`config.mk`:
```
export PLATFORM = sky130hd
export DESIGN_NAME = imem_fetch_ctrl_flat
export DESIGN_NICKNAME = d
export VERILOG_FILES = /design/src/rtl/imem_fetch_ctrl_pkg.sv /design/src/rtl/imem_fetch_ctrl_if.sv /design/src/rtl/imem_fetch_ctrl_line_buf.sv /design/src/rtl/imem_fetch_ctrl.sv /design/src/flat_wrapper.sv
export SDC_FILE = /design/constraint.sdc
export NUM_CORES = 1
export LEC_CHECK = 0
export CAP_MARGIN = 40
export CORE_MARGIN = 2
export CORE_UTILIZATION = 45
export CTS_BUF_LIST = sky130_fd_sc_hd__clkbuf_16
export DETAILED_ROUTE_END_ITERATION = 6
export PLACE_DENSITY_LB_ADDON = 0.15
export SYNTH_ARGS = -nofsm -noshare
export SYNTH_HDL_FRONTEND = slang
export SYNTH_SLANG_ARGS = --single-unit
```
`constraint.sdc`:
```
create_clock -name clk -period 2.8 [get_ports clk]
set_input_delay 0.56 -clock clk [delete_from_list [all_inputs] [get_ports clk]]
set_output_delay 0.56 -clock clk [all_outputs]
set_load 0.01 [all_outputs]
```
`src/rtl/imem_fetch_ctrl_pkg.sv`:
```
// Shared types and constants for the instruction-memory fetch controller.
package imem_ctrl_pkg;

    typedef enum logic [1:0] {
        EMPTY = 2'd0,
        FILL  = 2'd1,
        READY = 2'd2
    } state_t;

    localparam int LINE_BYTES = 16;
    localparam int LINE_BITS  = 128;
    localparam int TAG_W      = 28;
    localparam int WORD_SEL_W = 2;

    function automatic logic [31:0] line_addr(input logic [31:0] pc);
        return {pc[31:4], 4'b0000};
    endfunction

endpackage

```
`src/rtl/imem_fetch_ctrl_if.sv`:
```
// Fetch-stage and line-memory signals of the fetch controller.
// Handshake: the fetch stage raises fetch_req with fetch_pc and must hold both while stall is high; a request is accepted on an edge where stall is low.
interface imem_fetch_ctrl_if;
    import imem_ctrl_pkg::*;

    logic                 fetch_req;
    logic [31:0]          fetch_pc;
    logic                 flush;
    logic                 stall;
    logic [31:0]          instr;
    logic                 instr_valid;
    logic                 pc_misaligned;
    logic [31:0]          mem_addr;
    logic [LINE_BITS-1:0] mem_dataline;

    modport master (
        output fetch_req, fetch_pc, flush, mem_dataline,
        input  stall, instr, instr_valid, pc_misaligned, mem_addr
    );

    modport slave (
        input  fetch_req, fetch_pc, flush, mem_dataline,
        output stall, instr, instr_valid, pc_misaligned, mem_addr
    );

endinterface

```
`src/rtl/imem_fetch_ctrl_line_buf.sv`:
```
// Single-line buffer: tag, valid bit and 128-bit line with hit compare and word select.
module imem_line_buf
    import imem_ctrl_pkg::*;
(
    input  logic                 clk,
    input  logic                 rst_n,
    input  logic                 load_i,
    input  logic [TAG_W-1:0]     tag_i,
    input  logic                 capture_i,
    input  logic [LINE_BITS-1:0] line_i,
    input  logic                 inval_i,
    input  logic [31:2]          pc_i,
    output logic                 hit_o,
    output logic [31:0]          word_o,
    output logic [TAG_W-1:0]     tag_o
);

    logic [TAG_W-1:0]     tag_q;
    logic                 valid_q;
    logic [LINE_BITS-1:0] line_q;
    logic [WORD_SEL_W-1:0] word_sel;

    always_ff @(posedge clk) begin
        if (!rst_n) begin
            tag_q   <= '0;
            valid_q <= 1'b0;
            line_q  <= '0;
        end else if (inval_i) begin
            valid_q <= 1'b0;
        end else if (load_i) begin
            // A new tag always invalidates the old contents until its data lands.
            tag_q   <= tag_i;
            valid_q <= 1'b0;
        end else if (capture_i) begin
            line_q  <= line_i;
            valid_q <= 1'b1;
        end
    end

    assign word_sel = pc_i[3:2];
    assign hit_o    = valid_q && (tag_q == pc_i[31:4]);
    assign word_o   = line_q[{word_sel, 5'b00000} +: 32];
    assign tag_o    = tag_q;

endmodule

```
`src/rtl/imem_fetch_ctrl.sv`:
```
// Fetch controller: sequences line fills from the slow memory and serves words from the line buffer.
module imem_fetch_ctrl
    import imem_ctrl_pkg::*;
#(
    parameter int MEM_LATENCY = 7,
    parameter int CNT_W       = 16
) (
    input  logic              clk,
    input  logic              rst_n,
    imem_fetch_ctrl_if.slave  bus,
    output logic [CNT_W-1:0]  hit_count,
    output logic [CNT_W-1:0]  miss_count,
    output state_t            dbg_state_o
);

    localparam int LAT_W = $clog2(MEM_LATENCY + 1);
    // cnt_q counts edges since mem_addr changed, so the capture edge sees MEM_LATENCY.
    localparam logic [LAT_W-1:0] CAPTURE_AT = LAT_W'(MEM_LATENCY);

    state_t              state_q, state_d;
    logic [LAT_W-1:0]    cnt_q, cnt_d;
    logic [31:0]         mem_addr_q, mem_addr_d;
    logic [31:0]         instr_q, instr_d;
    logic                instr_valid_q, instr_valid_d;
    logic                misal_q, misal_d;
    logic [CNT_W-1:0]    hit_cnt_q, hit_cnt_d;
    logic [CNT_W-1:0]    miss_cnt_q, miss_cnt_d;

    logic                buf_hit, hit;
    logic [31:0]         buf_word;
    logic [TAG_W-1:0]    buf_tag;
    logic                start_fill, capture;

    imem_line_buf u_line_buf (
        .clk       (clk),
        .rst_n     (rst_n),
        .load_i    (start_fill),
        .tag_i     (bus.fetch_pc[31:4]),
        .capture_i (capture),
        .line_i    (bus.mem_dataline),
        .inval_i   (bus.flush),
        .pc_i      (bus.fetch_pc[31:2]),
        .hit_o     (buf_hit),
        .word_o    (buf_word),
        .tag_o     (buf_tag)
    );

    assign hit = buf_hit && !bus.flush;

    always_ff @(posedge clk) begin
        if (!rst_n) begin
            state_q       <= EMPTY;
            cnt_q         <= '0;
            mem_addr_q    <= '0;
            instr_q       <= '0;
            instr_valid_q <= 1'b0;
            misal_q       <= 1'b0;
            hit_cnt_q     <= '0;
            miss_cnt_q    <= '0;
        end else begin
            state_q       <= state_d;
            cnt_q         <= cnt_d;
            mem_addr_q    <= mem_addr_d;
            instr_q       <= instr_d;
            instr_valid_q <= instr_valid_d;
            misal_q       <= misal_d;
            hit_cnt_q     <= hit_cnt_d;
            miss_cnt_q    <= miss_cnt_d;
        end
    end

    always_comb begin
        state_d       = state_q;
        cnt_d         = cnt_q;
        mem_addr_d    = mem_addr_q;
        instr_d       = instr_q;
        instr_valid_d = 1'b0;
        misal_d       = misal_q;
        hit_cnt_d     = hit_cnt_q;
        miss_cnt_d    = miss_cnt_q;
        start_fill    = 1'b0;
        capture       = 1'b0;

        if (bus.flush) begin
            state_d = EMPTY;
            cnt_d   = '0;
        end else begin
            unique case (state_q)
                EMPTY: begin
                    start_fill = bus.fetch_req;
                end
                READY: begin
                    if (bus.fetch_req && hit) begin
                        instr_d       = buf_word;
                        instr_valid_d = 1'b1;
                        misal_d       = (bus.fetch_pc[1:0] != 2'b00);
                        if (hit_cnt_q != '1) hit_cnt_d = hit_cnt_q + 1'b1;
                    end else begin
                        start_fill = bus.fetch_req;
                    end
                end
                FILL: begin
                    // A redirect wins over a capture landing on the same edge.
                    if (bus.fetch_req && (bus.fetch_pc[31:4] != buf_tag)) begin
                        start_fill = 1'b1;
                    end else if (cnt_q == CAPTURE_AT) begin
                        capture = 1'b1;
                        state_d = READY;
                        cnt_d   = '0;
                    end else begin
                        cnt_d = cnt_q + LAT_W'(1);
                    end
                end
                default: state_d = EMPTY;
            endcase
        end

        if (start_fill) begin
            state_d    = FILL;
            cnt_d      = LAT_W'(1);
            mem_addr_d = line_addr(bus.fetch_pc);
            if (miss_cnt_q != '1) miss_cnt_d = miss_cnt_q + 1'b1;
        end
    end

    assign bus.stall         = bus.fetch_req && !hit;
    assign bus.instr         = instr_q;
    assign bus.instr_valid   = instr_valid_q;
    assign bus.pc_misaligned = misal_q;
    assign bus.mem_addr      = mem_addr_q;
    assign hit_count         = hit_cnt_q;
    assign miss_count        = miss_cnt_q;
    assign dbg_state_o       = state_q;

endmodule

```
`src/flat_wrapper.sv`:
```
// flat-port wrapper written by rule: the top's interface ports become plain ports
module imem_fetch_ctrl_flat import imem_ctrl_pkg::*;
#(
    parameter int MEM_LATENCY = 7,
    parameter int CNT_W       = 16
)
  (clk, rst_n, hit_count, miss_count, dbg_state_o, bus_fetch_req, bus_fetch_pc, bus_flush, bus_mem_dataline, bus_stall, bus_instr, bus_instr_valid, bus_pc_misaligned, bus_mem_addr);
  imem_fetch_ctrl_if bus_i ();
  input  logic clk;
  input  logic rst_n;
  output logic [CNT_W-1:0] hit_count;
  output logic [CNT_W-1:0] miss_count;
  output state_t dbg_state_o;
  input wire logic [$bits(bus_i.fetch_req)-1:0] bus_fetch_req;
  input wire logic [$bits(bus_i.fetch_pc)-1:0] bus_fetch_pc;
  input wire logic [$bits(bus_i.flush)-1:0] bus_flush;
  input wire logic [$bits(bus_i.mem_dataline)-1:0] bus_mem_dataline;
  output wire logic [$bits(bus_i.stall)-1:0] bus_stall;
  output wire logic [$bits(bus_i.instr)-1:0] bus_instr;
  output wire logic [$bits(bus_i.instr_valid)-1:0] bus_instr_valid;
  output wire logic [$bits(bus_i.pc_misaligned)-1:0] bus_pc_misaligned;
  output wire logic [$bits(bus_i.mem_addr)-1:0] bus_mem_addr;
  assign bus_i.fetch_req = bus_fetch_req;
  assign bus_i.fetch_pc = bus_fetch_pc;
  assign bus_i.flush = bus_flush;
  assign bus_i.mem_dataline = bus_mem_dataline;
  assign bus_stall = bus_i.stall;
  assign bus_instr = bus_i.instr;
  assign bus_instr_valid = bus_i.instr_valid;
  assign bus_pc_misaligned = bus_i.pc_misaligned;
  assign bus_mem_addr = bus_i.mem_addr;
  imem_fetch_ctrl #(.MEM_LATENCY(MEM_LATENCY), .CNT_W(CNT_W)) u_core (.clk(clk), .rst_n(rst_n), .bus(bus_i), .hit_count(hit_count), .miss_count(miss_count), .dbg_state_o(dbg_state_o));
endmodule
```
# [After elaboration in Yosys (flattened, before gate mapping)]
# Index checks and enable logic that the tools add are counted.
[classes] n_addsub=3 n_eq_ne=13 shifts=1 muxes=19 bitwise=6 reduce_logical=22
[op_table] op="$shiftx 128x8->32" n=1
[op_table] op="$add 16x1->16 const B" n=2
[op_table] op="$ne 16x16->1 const B" n=2
[op_table] op="$eq 28x28->1" n=1
[op_table] op="$ne 28x28->1" n=1
[op_table] op="$mux 1" n=14
[op_table] op="$reduce_and 3->1" n=4
[op_table] op="$reduce_and 2->1" n=4
[op_table] op="$not 1->1" n=6
[op_table] op="$reduce_or 3->1" n=2
[op_table] op="$logic_and 1x1->1" n=5
[op_table] op="$mux 2" n=2
[op_table] op="$ne 4x2->1 const B" n=1
[op_table] op="$ne 4x3->1 const B" n=1
[op_table] op="$pmux 2 s2" n=1
[op_table] op="$reduce_and 4->1" n=1
[op_table] op="$add 3x1->3 const B" n=1
[op_table] op="$eq 3x3->1 const B" n=1
[op_table] op="$mux 3" n=1
[op_table] op="$ne 3x1->1 const B" n=1
[op_table] op="$ne 3x2->1 const B" n=1
[op_table] op="$pmux 1 s3" n=1
[op_table] op="$reduce_bool 3->1" n=1
[op_table] op="$eq 2x1->1 const B" n=1
[op_table] op="7 further kinds" n=8
[word_totals] regBits=256 in_bits=164 out_inout_bits=101

# [Depth between registers and ports, before layout]
[logic_depth] depth_word=9 ltp_mapped=8

# [Modules after synthesis]
# From an unflattened synthesis, not the netlist that was laid out.
[unflattened] cells_unflattened=1305 area_unflattened_um2=11383.4
[modules_own_cells] mod="imem_line_buf" n_inst=1 cells_each=759 area_per_inst_um2=6960.4
[modules_own_cells] mod="imem_fetch_ctrl" n_inst=1 cells_each=546 area_per_inst_um2=4423.0

# [Worst setup path after synthesis]
# OpenSTA, ideal clock, no wires.
[synth_timing] path_kind="in2reg" startpoint="input port bus_fetch_pc[25]" endpoint="register u_core.u_line_buf.line_q[0]" setup_time_ps=72 arrival_time_ps=2102 required_ps=2728 setup_slack_ps=627 path_stages=8 cell_sequence="xor2_1 nor4_1 and4_2 a21oi_2 nor3_2 buf_4 buf_6 mux2i_1"
[synth_via] elab_chain_len=9
[synth_lines] element="from (decl)" line_no="flat_wrapper.sv:15" rtl="input wire logic [$bits(bus_i.fetch_pc)-1:0] bus_fetch_pc;"
[synth_lines] element="$eq 28x28->1" line_no="imem_fetch_ctrl_line_buf.sv:41" rtl="assign hit_o = valid_q && (tag_q == pc_i[31:4]);"
[synth_lines] element="$logic_and 1x1->1" line_no="imem_fetch_ctrl_line_buf.sv:41"
[synth_lines] element="$logic_and 1x1->1" line_no="imem_fetch_ctrl.sv:48" rtl="assign hit = buf_hit && !bus.flush;"
[synth_lines] element="$logic_and 1x1->1" line_no="imem_fetch_ctrl.sv:93" rtl="if (bus.fetch_req && hit) begin"
[synth_lines] element="$mux 1" line_no="imem_fetch_ctrl.sv:93"
[synth_lines] element="$pmux 1 s3" line_no="imem_fetch_ctrl.sv:88" rtl="unique case (state_q)"
[synth_lines] element="$mux 1" line_no="imem_fetch_ctrl.sv:84" rtl="if (bus.flush) begin"
[synth_lines] element="$not 1->1 (no line)"
[synth_lines] element="$reduce_and 3->1 (no line) *"
[synth_lines] element="to (signal assigned)" line_no="imem_fetch_ctrl_line_buf.sv:35" rtl="line_q <= line_i;"
[synth_lines] element="to (decl)" line_no="imem_fetch_ctrl_line_buf.sv:20" rtl="logic [LINE_BITS-1:0] line_q;"
# Mark *: on every way between the ends. The rest lies on a longest branch, timed or not.
# A chain may end at the register's enable or synchronous reset.

# [Worst setup path in the final report]
[layout_timing] startpoint="input port bus_fetch_pc[16]" endpoint="output port bus_stall"
[layout_via] elab_chain_len=5
[layout_lines] element="$eq 28x28->1" line_no="imem_fetch_ctrl_line_buf.sv:41"
[layout_lines] element="$logic_and 1x1->1" line_no="imem_fetch_ctrl_line_buf.sv:41"
[layout_lines] element="$logic_and 1x1->1" line_no="imem_fetch_ctrl.sv:48"
[layout_lines] element="$logic_not 1->1" line_no="imem_fetch_ctrl.sv:126" rtl="assign bus.stall = bus.fetch_req && !hit;"
[layout_lines] element="$logic_and 1x1->1" line_no="imem_fetch_ctrl.sv:126"
[layout_lines] element="to (decl)" line_no="flat_wrapper.sv:18" rtl="output wire logic [$bits(bus_i.stall)-1:0] bus_stall;"
# Every way passes these cells.

==> run summary <==
The flow ran to the end, and the final reports show no timing, DRC or antenna violations. The clock latency reported for the late side of the worst-skew pair is 0.53 ns. The portion of total power attributed to combinational logic is 8.8%. The chip width came out at 156.1 µm. The weighted congestion reported at the end of routability-driven placement is 0.8076. In the synthesized netlist the dominant register cell turns out to be sky130_fd_sc_hd__dfxtp_1. The synthesized netlist cell count is 1168. The internal power of the cells is 5.436 mW. Setup repair after global routing left no endpoint under its margin. The final number of max-transition violations is 0. In the synthesized netlist, the cells that appear most often are sky130_fd_sc_hd__nand2_1, sky130_fd_sc_hd__dfxtp_1, sky130_fd_sc_hd__mux2i_1, sky130_fd_sc_hd__clkbuf_1, sky130_fd_sc_hd__a21oi_1. The share of synthesized cell area in and, or, nand and nor gates came out at 21.78%.

The multi-input logic area came out at 5386 µm². The sequential area share after synthesis came out at 43.83%. The data required time at the worst endpoint came out at 2.24 ns. The tightest hold margin is 0.4484 ns.

The post-route netlist has 8.690% of its cells at a drive strength greater than 1. The final routed wire length divided by cell count is 15.57 µm. The total of warnings raised by yosys is 0.

The worst setup margin is 0.1345 ns. The cell sitting at the root of the clock tree is a sky130_fd_sc_hd__clkbuf_16. The count of non-filler cells in the finished layout came out at 1713. Power spread over the standard cell area amounts to 496.8 nW/µm².

The total power draw came out at 7.066 mW. In the global route stage, overall resource usage came out at 21.37%. The cell with the most instances after synthesis is sky130_fd_sc_hd__nand2_1. The shortest period the worst path allows came out at 2.665 ns. The half-perimeter wire length after placement is 18600 µm. The worst pin sits at a relative slew slack of 53.43%. The hold-fix buffer count after cts came out at 0. The filler cell count came out at 1974. The count of final hold-check violations is 0.

For the pin with the worst max-slew slack, the measured transition is 0.6985 ns. The effective utilization at floorplan came out at 45.86%. The highest clock rate is 375.2 MHz. The met1 track demand over resource came out at 28.07%. The endpoint arrival time on the critical path came out at 2.11 ns. The count of nets left with antenna violations after detail routing came out at 0.

The synthesized area came out at 10410 µm². The total number of placement rows is 55. In this run the critical register-to-register path is captured at u_core.hit_count[15]. The share of the synthesized area in the top cell type came out at 43.83%. The tightest min-delay check is of the flip-flop to flip-flop type. The synthesized-area fraction occupied by adder cells is 0.4806%. Net switching is 23.08% of the power. The most congested layer reported by global routing is met2. The number of distinct standard cells referenced by the synthesized netlist is 48.

The area share of xor/xnor cells in the synthesized design came out at 2.355%. The number of buffers added by the clock tree synthesis step came out at 26. The area taken by flip-flops and latches is 4564 µm². Summed over all nets, the switching power comes to 1.631 mW. The total instance count after detailed placement is 1666. After synthesis the netlist holds a flip-flop and latch count of 228. The synthesized area per cell came out at 8.916 µm². For this design the top-level I/O count stands at 265. In this run, synthesis inferred 0 flip-flops with an integrated enable.

The number of cells on the worst reg-to-reg path came out at 7. The synthesized netlist devotes 5.935% of its cell area to compound gates. After detailed routing, the number of remaining DRC violations is 0.

The maximum number of pins on one net before global-route repair came out at 102. The worst setup slack for register-to-register paths is 0.52 ns. The via count of the first global-routing pass came out at 8518. The length of the first detailed-routing pass in iterations is 6. Along the worst path, the maximum fanout reaches 2. The launching point of the worst reg2reg path is u_core.u_line_buf.tag_o[12]. The kind of end point of the critical path is a primary output.

On the final layout, the worst clock skew is 0.01687 ns. The CTS tree is done. The global routing usage on met2 is 36.07%. Following the worst setup path forward leads to its endpoint at bus_stall. Summed over all instances, the cell type with the most area after synthesis is sky130_fd_sc_hd__dfxtp_1. The global-route met3 utilization came out at 3.417%. Summed over all layers, the routed wires come to 26670 µm. The area growth from synthesis to final layout is 36.57%. The number of buffers added on ports came out at 260. The buffer levels on the longest clock path came out at 3. The post-placement worst setup slack came out at -0.2382 ns. The critical path is of the input pin to primary output type. By area, the combinational part of the netlist is dominated by simple AND/OR/NAND/NOR gates. The leakage power of the design came out at 5.073 nW. The level count of the clock H-tree came out at 1. The clock slew at the register clock pins of the worst setup and hold paths is 0.06 ns. Dividing the final minimum period by the clock period gives 95.19%. The startpoint of the worst setup timing path is bus_fetch_pc[16]. The number of nets in the layout came out at 1577. The detailed router finished its first iteration with 473 violations. The vias after detailed routing came out at 8785. STA classifies the critical path startpoint as an input pin. The overall die height is 156.1 µm. The maximum vdd drop is 0.3701 mV.

The mean number of vias per cell is 5.128. The clock sink total came out at 228. The power share of the clock group is 44.6%. The portion of total power attributed to sequential cells came out at 46.6%. Yosys attributes the largest share of cell area to sky130_fd_sc_hd__dfxtp_1, sky130_fd_sc_hd__mux2i_1, sky130_fd_sc_hd__nand2_1.

The global-route wire length before repair came out at 42300 µm. The aggregate global routing overflow is 0. For this run, asynchronously set or reset flops after synthesis account for 0%.

The max-capacitance violation count came out at 0. The die covers 24380 µm². The floorplan core area came out at 22710 µm². The number of antenna violations at the first check in global routing came out at 2. Measured against the total synthesized area, the mux share comes to 20.77%. Setup violations remaining at the end of the flow were counted as 0.
area by class of cell:
type | count | share of cell area, %
inverter | 9 | 0.2375
antenna | 1 | 0.01759
sequential | 228 | 32.09
tap | 285 | 2.507
clock buffer | 27 | 4.751
timing repair buffer | 298 | 21.73
multi-input combinational | 846 | 37.87
clock inverter | 19 | 0.7918
cells in the final DEF, fill, tap and decap left out, types with 17 or more instances in the layout:
| cell | Yosys | layout |
|---|---|---|
| sky130_fd_sc_hd__a21oi_1 | 51 | 51 |
| sky130_fd_sc_hd__buf_12 | 0 | 17 |
| sky130_fd_sc_hd__buf_4 | 9 | 21 |
| sky130_fd_sc_hd__clkbuf_16 | 0 | 27 |
| sky130_fd_sc_hd__clkdlybuf4s50_1 | 0 | 256 |
| sky130_fd_sc_hd__dfxtp_1 | 228 | 228 |
| sky130_fd_sc_hd__mux2i_1 | 143 | 143 |
| sky130_fd_sc_hd__mux4_2 | 32 | 32 |
| sky130_fd_sc_hd__nand2_1 | 381 | 381 |
| sky130_fd_sc_hd__nand3_1 | 45 | 45 |
| sky130_fd_sc_hd__o21ai_0 | 31 | 31 |
per-stage QoR:
stage          TNS, ns  utilization, %  cell area, µm²
2_1_floorplan        0               -           10430
3_3_place_gp    -18.29           59.09           13420
3_5_place_dp    -21.25           59.09           13420
4_1_cts              0           62.63           14220
5_1_grt              0           62.63           14220
6_report             0           62.63           14220
kinds of logic (layout without fill, tap and decap cells):
logic type               after synthesis  count (layout)
flip-flops                           228             228
adder cells (fa/ha/maj)                4               4
multiplexers                         176             176
AO/OA/AOI/OAI                        109             109
XOR/XNOR                              28              28
AND/OR/NAND/NOR                      525             525
other                                  1               5
buffers and inverters                 97             353
worst min path at each step:
stage,start,end,slack [ns],cells past startpoint
2_1_floorplan,u_core.u_line_buf.line_q[50],u_core.u_line_buf.line_q[50],0.43,2
3_3_place_gp,u_core.bus.instr[22],u_core.bus.instr[22],0.44,2
5_1_grt,u_core.bus.instr[15],u_core.bus.instr[15],0.47,2
6_report,u_core.bus.instr[0],u_core.bus.instr[0],0.45,2
3_5_place_dp,u_core.u_line_buf.line_q[4],u_core.u_line_buf.line_q[4],0.44,2
4_1_cts,u_core.bus.instr[22],u_core.bus.instr[22],0.45,2
per-layer routing:
metal / wire length [µm] / vias to the layer above
met5: 0 / -
met1: 12180 / 4046
li1: - / 4468
met2: 12390 / 224
met4: 695 / 0
met3: 1413 / 47
power by group through the flow:
stage | Combinational, mW | Clock [mW] | Sequential, mW
floorplan | 0.248 | 0 | 3.37
global placement | 0.616 | 0 | 3.36
detailed placement | 0.617 | 0 | 3.36
CTS | 0.623 | 3.23 | 3.29
global route | 0.671 | 3.38 | 3.29
finish | 0.622 | 3.15 | 3.29
worst max-delay path, cell delays in order:
cell and delay (ns):
sky130_fd_sc_hd__clkdlybuf4s50_1 0.43, sky130_fd_sc_hd__xor2_1 0.17, sky130_fd_sc_hd__nor4_2 0.37, sky130_fd_sc_hd__and4_2 0.30, sky130_fd_sc_hd__a31oi_1 0.12, sky130_fd_sc_hd__clkbuf_2 0.15
state kept, by name, indices dropped and copies added (netlist names):
register	cells
u_core.bus.pc_misaligned	1
u_core.bus.mem_addr	1
u_core.u_line_buf.valid_q	1
u_core.cnt_q	3
u_core.bus.instr	32
u_core.bus.instr_valid	1
u_core.dbg_state_o	2
u_core.u_line_buf.tag_o	27
u_core.u_line_buf.line_q	128
u_core.miss_count	16
u_core.hit_count	16
timing repair:
| item | in CTS | in global routing |
|---|---|---|
| pin swaps | 0 | 2 |
| endpoints found under the setup margin | 1 | 1 |
| buffers inserted | 0 | 0 |
| resized for setup | 4 | 2 |
| cloned | 0 | 0 |
Note: power is estimated with default switching activity, not from simulation.
